## src/rtl/cpu_pkg.sv

```systemverilog
// Shared definitions for the word-to-byte memory responder: FSM state
// encoding, default memory size, and the address range test.
package cpu_pkg;

    localparam int MEM_AW_DEFAULT = 14;

    typedef enum logic [2:0] {
        IDLE,
        RD_LO,
        RD_HI,
        RD_CAP,
        WR_LO,
        WR_HI,
        RESP
    } state_e;

    // True when any address bit above the memory's byte-address width is set.
    function automatic logic addr_oob(input logic [15:0] addr, input int aw);
        return (32'(addr) >> aw) != 32'd0;
    endfunction

endpackage

```

## src/rtl/word_mem_responder_if.sv

```systemverilog
// Request/response handshake between the control unit (master) and the
// word memory responder (slave).
interface word_mem_responder_if;

    logic        req_valid;
    logic        req_ready;
    logic        req_write;
    logic [15:0] req_addr;
    logic [15:0] req_wdata;
    logic        rsp_valid;
    logic        rsp_ready;
    logic [15:0] rsp_rdata;
    logic        rsp_err;

    modport master (
        output req_valid, req_write, req_addr, req_wdata, rsp_ready,
        input  req_ready, rsp_valid, rsp_rdata, rsp_err
    );

    modport slave (
        input  req_valid, req_write, req_addr, req_wdata, rsp_ready,
        output req_ready, rsp_valid, rsp_rdata, rsp_err
    );

endinterface

```

## src/rtl/word_mem_responder.sv

```systemverilog
// Serialises 16-bit little-endian word loads/stores onto a byte-wide memory,
// one byte per cycle, and returns a single held response per request.
module word_mem_responder
    import cpu_pkg::*;
#(
    parameter int MEM_AW = MEM_AW_DEFAULT
) (
    input  logic                  clk,
    input  logic                  reset,
    word_mem_responder_if.slave   bus,
    output logic [MEM_AW-1:0]     mem_addr,
    output logic                  mem_we,
    output logic                  mem_re,
    output logic [7:0]            mem_wdata,
    input  logic [7:0]            mem_rdata
);

    state_e            state_q, state_d;
    logic [MEM_AW-1:0] addr_q, addr_d;
    logic [15:0]       wdata_q, wdata_d;
    logic [15:0]       rdata_q, rdata_d;
    logic              err_q, err_d;
    logic [MEM_AW-1:0] addr_hi;

    // High byte address wraps within the memory.
    assign addr_hi = addr_q + MEM_AW'(1);

    // NOTE: sequential state uses non-blocking assignments only, so every
    // flop samples the pre-edge value of its neighbours.
    always_ff @(posedge clk) begin
        if (!reset) begin
            state_q <= IDLE;
            addr_q  <= '0;
            wdata_q <= '0;
            rdata_q <= '0;
            err_q   <= 1'b0;
        end else begin
            state_q <= state_d;
            addr_q  <= addr_d;
            wdata_q <= wdata_d;
            rdata_q <= rdata_d;
            err_q   <= err_d;
        end
    end

    // NOTE: every output and next-state value gets a default first, so no
    // branch of the case can leave one unassigned and infer a latch.
    always_comb begin
        state_d       = state_q;
        addr_d        = addr_q;
        wdata_d       = wdata_q;
        rdata_d       = rdata_q;
        err_d         = err_q;
        bus.req_ready = 1'b0;
        bus.rsp_valid = 1'b0;
        bus.rsp_rdata = '0;
        bus.rsp_err   = 1'b0;
        mem_addr      = '0;
        mem_we        = 1'b0;
        mem_re        = 1'b0;
        mem_wdata     = '0;

        unique case (state_q)
            IDLE: begin
                bus.req_ready = 1'b1;
                if (bus.req_valid) begin
                    addr_d  = bus.req_addr[MEM_AW-1:0];
                    wdata_d = bus.req_wdata;
                    rdata_d = '0;
                    err_d   = addr_oob(bus.req_addr, MEM_AW);
                    if (err_d)              state_d = RESP;
                    else if (bus.req_write) state_d = WR_LO;
                    else                    state_d = RD_LO;
                end
            end
            RD_LO: begin
                mem_addr = addr_q;
                mem_re   = 1'b1;
                state_d  = RD_HI;
            end
            RD_HI: begin
                mem_addr     = addr_hi;
                mem_re       = 1'b1;
                rdata_d[7:0] = mem_rdata;
                state_d      = RD_CAP;
            end
            RD_CAP: begin
                rdata_d[15:8] = mem_rdata;
                state_d       = RESP;
            end
            WR_LO: begin
                mem_addr  = addr_q;
                mem_we    = 1'b1;
                mem_wdata = wdata_q[7:0];
                state_d   = WR_HI;
            end
            WR_HI: begin
                mem_addr  = addr_hi;
                mem_we    = 1'b1;
                mem_wdata = wdata_q[15:8];
                state_d   = RESP;
            end
            RESP: begin
                bus.rsp_valid = 1'b1;
                bus.rsp_rdata = rdata_q;
                bus.rsp_err   = err_q;
                if (bus.rsp_ready) state_d = IDLE;
            end
            default: state_d = IDLE;
        endcase

        // A reset arriving mid-access must not let the pending byte strobe land.
        if (!reset) begin
            mem_we = 1'b0;
            mem_re = 1'b0;
        end
    end

endmodule

```

## src/flat_wrapper.sv

```systemverilog
// flat-port wrapper written by rule: the top's interface ports become plain ports
module word_mem_responder_flat import cpu_pkg::*;
#(
    parameter int MEM_AW = MEM_AW_DEFAULT
)
  (clk, reset, mem_addr, mem_we, mem_re, mem_wdata, mem_rdata, bus_req_valid, bus_req_write, bus_req_addr, bus_req_wdata, bus_rsp_ready, bus_req_ready, bus_rsp_valid, bus_rsp_rdata, bus_rsp_err);
  word_mem_responder_if bus_i ();
  input  logic clk;
  input  logic reset;
  output logic [MEM_AW-1:0] mem_addr;
  output logic mem_we;
  output logic mem_re;
  output logic [7:0] mem_wdata;
  input  logic [7:0] mem_rdata;
  input wire logic [$bits(bus_i.req_valid)-1:0] bus_req_valid;
  input wire logic [$bits(bus_i.req_write)-1:0] bus_req_write;
  input wire logic [$bits(bus_i.req_addr)-1:0] bus_req_addr;
  input wire logic [$bits(bus_i.req_wdata)-1:0] bus_req_wdata;
  input wire logic [$bits(bus_i.rsp_ready)-1:0] bus_rsp_ready;
  output wire logic [$bits(bus_i.req_ready)-1:0] bus_req_ready;
  output wire logic [$bits(bus_i.rsp_valid)-1:0] bus_rsp_valid;
  output wire logic [$bits(bus_i.rsp_rdata)-1:0] bus_rsp_rdata;
  output wire logic [$bits(bus_i.rsp_err)-1:0] bus_rsp_err;
  assign bus_i.req_valid = bus_req_valid;
  assign bus_i.req_write = bus_req_write;
  assign bus_i.req_addr = bus_req_addr;
  assign bus_i.req_wdata = bus_req_wdata;
  assign bus_i.rsp_ready = bus_rsp_ready;
  assign bus_req_ready = bus_i.req_ready;
  assign bus_rsp_valid = bus_i.rsp_valid;
  assign bus_rsp_rdata = bus_i.rsp_rdata;
  assign bus_rsp_err = bus_i.rsp_err;
  word_mem_responder #(.MEM_AW(MEM_AW)) u_core (.clk(clk), .reset(reset), .bus(bus_i), .mem_addr(mem_addr), .mem_we(mem_we), .mem_re(mem_re), .mem_wdata(mem_wdata), .mem_rdata(mem_rdata));
endmodule
```

## config.mk

```make
export PLATFORM = sky130hd
export DESIGN_NAME = word_mem_responder_flat
export DESIGN_NICKNAME = d
export VERILOG_FILES = /design/src/rtl/cpu_pkg.sv /design/src/rtl/word_mem_responder_if.sv /design/src/rtl/word_mem_responder.sv /design/src/flat_wrapper.sv
export SDC_FILE = /design/constraint.sdc
export NUM_CORES = 1
export LEC_CHECK = 0
export CAP_MARGIN = 20
export CORE_ASPECT_RATIO = 0.8
export CORE_MARGIN = 8
export CORE_UTILIZATION = 50
export DETAILED_ROUTE_END_ITERATION = 12
export DONT_BUFFER_PORTS = 1
export SLEW_MARGIN = 5
export SYNTH_ARGS = -nofsm -noshare
export SYNTH_HDL_FRONTEND = slang
export SYNTH_SLANG_ARGS = --single-unit
```

## constraint.sdc

```tcl
create_clock -name clk -period 4.2 [get_ports clk]
set_input_delay 0.84 -clock clk [delete_from_list [all_inputs] [get_ports clk]]
set_output_delay 0.84 -clock clk [all_outputs]
set_load 0.02 [all_outputs]
```

# == Word-level counts from Yosys, hierarchy flattened ==
# Index checks and enable logic that the tools add are counted.
# op_classes
addsub,1
n_mul,0
n_div,0
magnitude_cmp,0
eq_ne,8
shift,0
n_mux,18
n_bitwise,0
reduce_logical,13
# op_table
op,count
$pmux 8 s2,3
$mux 16,2
$reduce_bool 32->1,1
$pmux 14 s2,1
$pmux 3 s6,1
$add 14x1->14 const B,1
$mux 3,4
$reduce_or 2->1,5
$eq 3x3->1 const B,3
$reduce_and 2->1,4
$mux 1,7
$eq 3x2->1 const B,2
$ne 2x2->1 const B,2
$reduce_bool 2->1,2
$eq 3x1->1 const B,1
$logic_not 3->1,1
# totals
regBits,50
latch_bits,0
ramBits,0
mem_bits_ro,0
inputBits,45
output_inout_bits,43
word_cells,46
memories,0

# == Logic depth before layout (Yosys ltp) ==
# logic_depth
word_depth,4
mapped_depth,6
depth_no_buf,5

# == Least setup slack after synthesis ==
# OpenSTA, ideal clock, no wires.
# synth_timing
path_kind,input -> output
startpoint,input reset
endpoint,output mem_re
arrival_time_ps,1675
required_time_ps,3360
slack_ps,1685
cell_stages,3
n_path_buf,1
cell_sequence,clkinv_1 > clkbuf_1 > nor3_1
# synth_between
elab_chain_len,1
# synth_rtl
item,line_no,rtl
"start, declared",flat_wrapper.sv:9,input logic reset;
$mux 1,word_mem_responder.sv:113,if (!reset) begin
"end, declared",flat_wrapper.sv:12,output logic mem_re;
# No other way between the ends.

# == Worst setup path in the final report ==
# layout_timing
startpoint,register u_core.state_q[1]
endpoint,output mem_addr[13]
# layout_between
elab_chain_len,3
word_cells_on_any_way,7
cone_classes,4 x eq/ne; 1 x mux; 2 x reduce/logical
# layout_rtl
item,line_no,rtl
"start, declared",word_mem_responder.sv:18,"state_e state_q, state_d;"
"start signal, assigned",word_mem_responder.sv:38,state_q <= state_d;
$eq 3x3->1 (tied with other cells),word_mem_responder.sv:63,unique case (state_q)
$reduce_or 2->1 (no source line),n/a,
$pmux 14 s2 (*),word_mem_responder.sv:63,
"end, declared",flat_wrapper.sv:10,output logic [MEM_AW-1:0] mem_addr;
# Every way passes the cells marked *; elsewhere a longest branch is shown, timed or not.

==> run_results.csv <==
group,metric,value,unit
outcome,status,"finished, final reports clean",
power_and_ir_drop,p_leak,0.928,nW
sta,rsz0062_at_grt,"false",
finish,diodes,0,
global_routing,grt_pass1_wl,9.95,mm
finish,area_growth,5.15,%
die,die-area,7470,um2
critical_path,cp_max_fo,16,
yosys,synth_cells,323,
sta,maxSlewHeadroom,0.297,
critical_path,r2r_setup_slack,2.17,ns
yosys,synth_cell_types,45,
drt,ant_nets,0,
place,post-dp-hpwl,4.55,mm
min_path,whs_path_depth,2,
min_path,hp-class,"reg -> reg",
sta,worst_slew_pin_slew,1.05,ns
yosys,async_reset_ff_frac,0,
die,core,4890,um2
run,maxCapViolations,0,
yosys,yosysSeqAreaShare,0.404,
power_and_ir_drop,p_int,0.000794,W
yosys,synth_nets,369,
place,io_buffers,0,
drt,drt_iter0_drc,169,
yosys,synth-main-ff-cell,"dfxtp_1",
drt,drc,0,
clocking,htreeDepth,2,
critical_path,end_kind,"primary output",
die,die_x,94.7,um
clocking,clock_sinks,50,
die,ios,88,
drt,wl_per_cell,16.7,um
global_routing,antenna_found_initial,0,
drt,vias,2123,
finish,utilization,0.532,
clocking,cts_root_buf,"clkbuf_8",
power_and_ir_drop,swShare,0.314,
critical_path,worstPathArrival,2.40,ns
critical_path,path_delay_family,"compound AO/OA/AOI/OAI gates",
yosys,synth_seq_cells,50,
drt,viasPerCell,5.66,
power_and_ir_drop,power.net_switching,0.000364,W
die,die_h,78.9,um
sta,hold_viol,0,
yosys,syn_area_per_cell,7.67,um2
global_routing,grt_usage,0.165,
sta,fin_crit,3.24,ns
clocking,cts_hold_buf,0,
yosys,synthMostInstantiatedCell,"nand2_1",
yosys,syn_area,2480,um2
critical_path,reg2reg_to,"u_core.addr_q[4]$_SDFFE_PN0P_",
die,start_util,0.506,
clocking,cts_tree,"done",
sta,setup_viol,0,
clocking,clock_latency,0.30,ns
critical_path,path_cells,"nor3b_2, buf_4, a21o_1, a41oi_1, a31oi_1",
global_routing,grt_max_degree,31,
sta,finalClockSkew,0.00679,ns
power_and_ir_drop,power_density,445,nW/um2
yosys,synthTopCellsByArea,"dfxtp_1 (40%), nand2_1 (10%), a21oi_1 (8.1%), nor2_1 (5.2%), a22oi_1 (4.9%)",
finish,nNetsFinal,359,
die,num_rows,23,
clocking,cts-resized-gates,0,
sta,fmax,309,MHz
finish,drive_gt1_frac,0.0607,
clocking,post_cts_buffers,0,
min_path,worstHoldStart,"u_core.wdata_q[7]$_SDFFE_PN0P_",
power_and_ir_drop,peakVddDrop,252,uV
critical_path,path_buf_inv,1,
critical_path,cp.required,3.36,ns
clocking,cts_buffers,5,
critical_path,cp-start-kind,"flip-flop",
yosys,synthTopCellsByCount,"nand2_1 (69), dfxtp_1 (50), a21oi_1 (40)",
yosys,synth_edf_count,0,
clocking,clkTransAtPathRegs,0.09,ns
sta,drv_slew,0,
power_and_ir_drop,seqPwrFrac,0.480,
global_routing,grt_pass1_vias,1997,
drt,drt-total-wl,6.26,mm
sta,tns,0,ns
yosys,yosysWarnings,0,
yosys,yosysTopAreaCell,"dfxtp_1",
critical_path,ff2ff_path_depth,4,
critical_path,crit_slowest_cell,"dfxtp_1",
power_and_ir_drop,pwr-share-clk,0.291,
min_path,hold_end,"u_core.wdata_q[7]$_SDFFE_PN0P_",
yosys,synth.top_cell.area_share,0.404,
drt,dr.pass1.iters,4,
place,place_congestion,0.816,
critical_path,crit-reg2reg-launch,"u_core.state_q[0]$_SDFFE_PN0P_",
power_and_ir_drop,pwr-share-comb,0.229,
critical_path,max_stage_delay,0.62,ns
sta,period_share,0.771,
global_routing,gr-total-overflow,0,
clocking,clk_path_buf_depth,2,
critical_path,criticalPathCategory,"reg -> out",
## worst reg2reg max path, cell delays in order (launching register included)
cell and delay (ns):
dfxtp_1 0.35, buf_4 0.23, or4b_1 1.01, nand2_1 0.24, a21oi_1 0.08
## state kept, by name, summed over array words and instances (netlist names)
signal	cells
u_core.addr_q	14
u_core.err_q	1
u_core.rdata_q	16
u_core.state_q	3
u_core.wdata_q	16
## power groups by stage
stage                     Clock (W)  Sequential [W]  Combinational [W]
after floorplan                   0        0.000547           0.000235
after global placement            0        0.000565           0.000263
after detailed placement          0        0.000566           0.000266
after CTS                  0.000348        0.000556           0.000267
after global routing       0.000369        0.000564           0.000296
final                      0.000337        0.000556           0.000265
## layout by cell type, fill, tap and decap left out, types with 6 or more instances in the layout
cell type,synthesis,routed
nand2_1,69,69
dfxtp_1,50,50
a21oi_1,40,40
and2_1,18,18
mux2i_1,9,9
o21ai_0,6,6
clkbuf_8,0,6
buf_4,2,6
nor2_1,34,34
a22oi_1,16,16
nor3_1,6,6
## logic make-up (layout without fill, tap and decap cells)
family                   Yosys count  after routing  share of synthesized area
XOR/XNOR                           4              4                     0.0142
AO/OA/AOI/OAI                     82             82                      0.204
flip-flops                        50             50                      0.404
buffers and inverters             27             17                     0.0495
adder cells (fa/ha/maj)            1              1                    0.00505
AND/OR/NAND/NOR                  150            150                      0.287
multiplexers                       9              9                     0.0364
## how the worst max path moves through the flow
stage | cells after the start | endpoint | from | slack (ns)
final | 5 | mem_addr[13] | u_core.state_q[1]$_SDFFE_PN0P_ | 0.96
after floorplan | 3 | mem_re | reset | 1.68
after global routing | 5 | mem_addr[13] | u_core.state_q[1]$_SDFFE_PN0P_ | 0.77
after global placement | 5 | mem_addr[13] | u_core.state_q[1]$_SDFFE_PN0P_ | 1.35
after detailed placement | 5 | mem_addr[13] | u_core.state_q[1]$_SDFFE_PN0P_ | 1.32
after CTS | 5 | mem_addr[13] | u_core.state_q[1]$_SDFFE_PN0P_ | 0.97
## area by class of cell
class                   count  area [um2]
fillers                   508        2290
multi-input cells         246        1350
well taps                  62        77.6
clock inverters             1        30.0
inverters                   4        15.0
flip-flops and latches     50        1000
clock buffers               6        82.6
repair buffers              6        45.0
## layer usage
metal  vias up  part of all wire  track usage
met1       967              0.49        0.224
met4         0             0.012       0.0513
met5         -                 0            0
li1       1084                 -            -
met3         7             0.086       0.0687
met2        65              0.42        0.229
## metrics by stage
| step | hold slack (ns) | setup slack, ns | power, W | std cells | instance area [um2] |
|---|---|---|---|---|---|
| 2_1_floorplan | 0.436 | 1.68 | 0.000782 | 323 | 2480 |
| 3_3_place_gp | 0.444 | 1.35 | 0.000828 | 368 | 2490 |
| 3_5_place_dp | 0.448 | 1.32 | 0.000832 | 368 | 2490 |
| 4_1_cts | 0.461 | 0.970 | 0.00117 | 375 | 2600 |
| 5_1_grt | 0.475 | 0.769 | 0.00123 | 375 | 2600 |
| 6_report | 0.457 | 0.961 | 0.00116 | 375 | 2600 |
No activity file was read; power rests on OpenSTA's default activity.
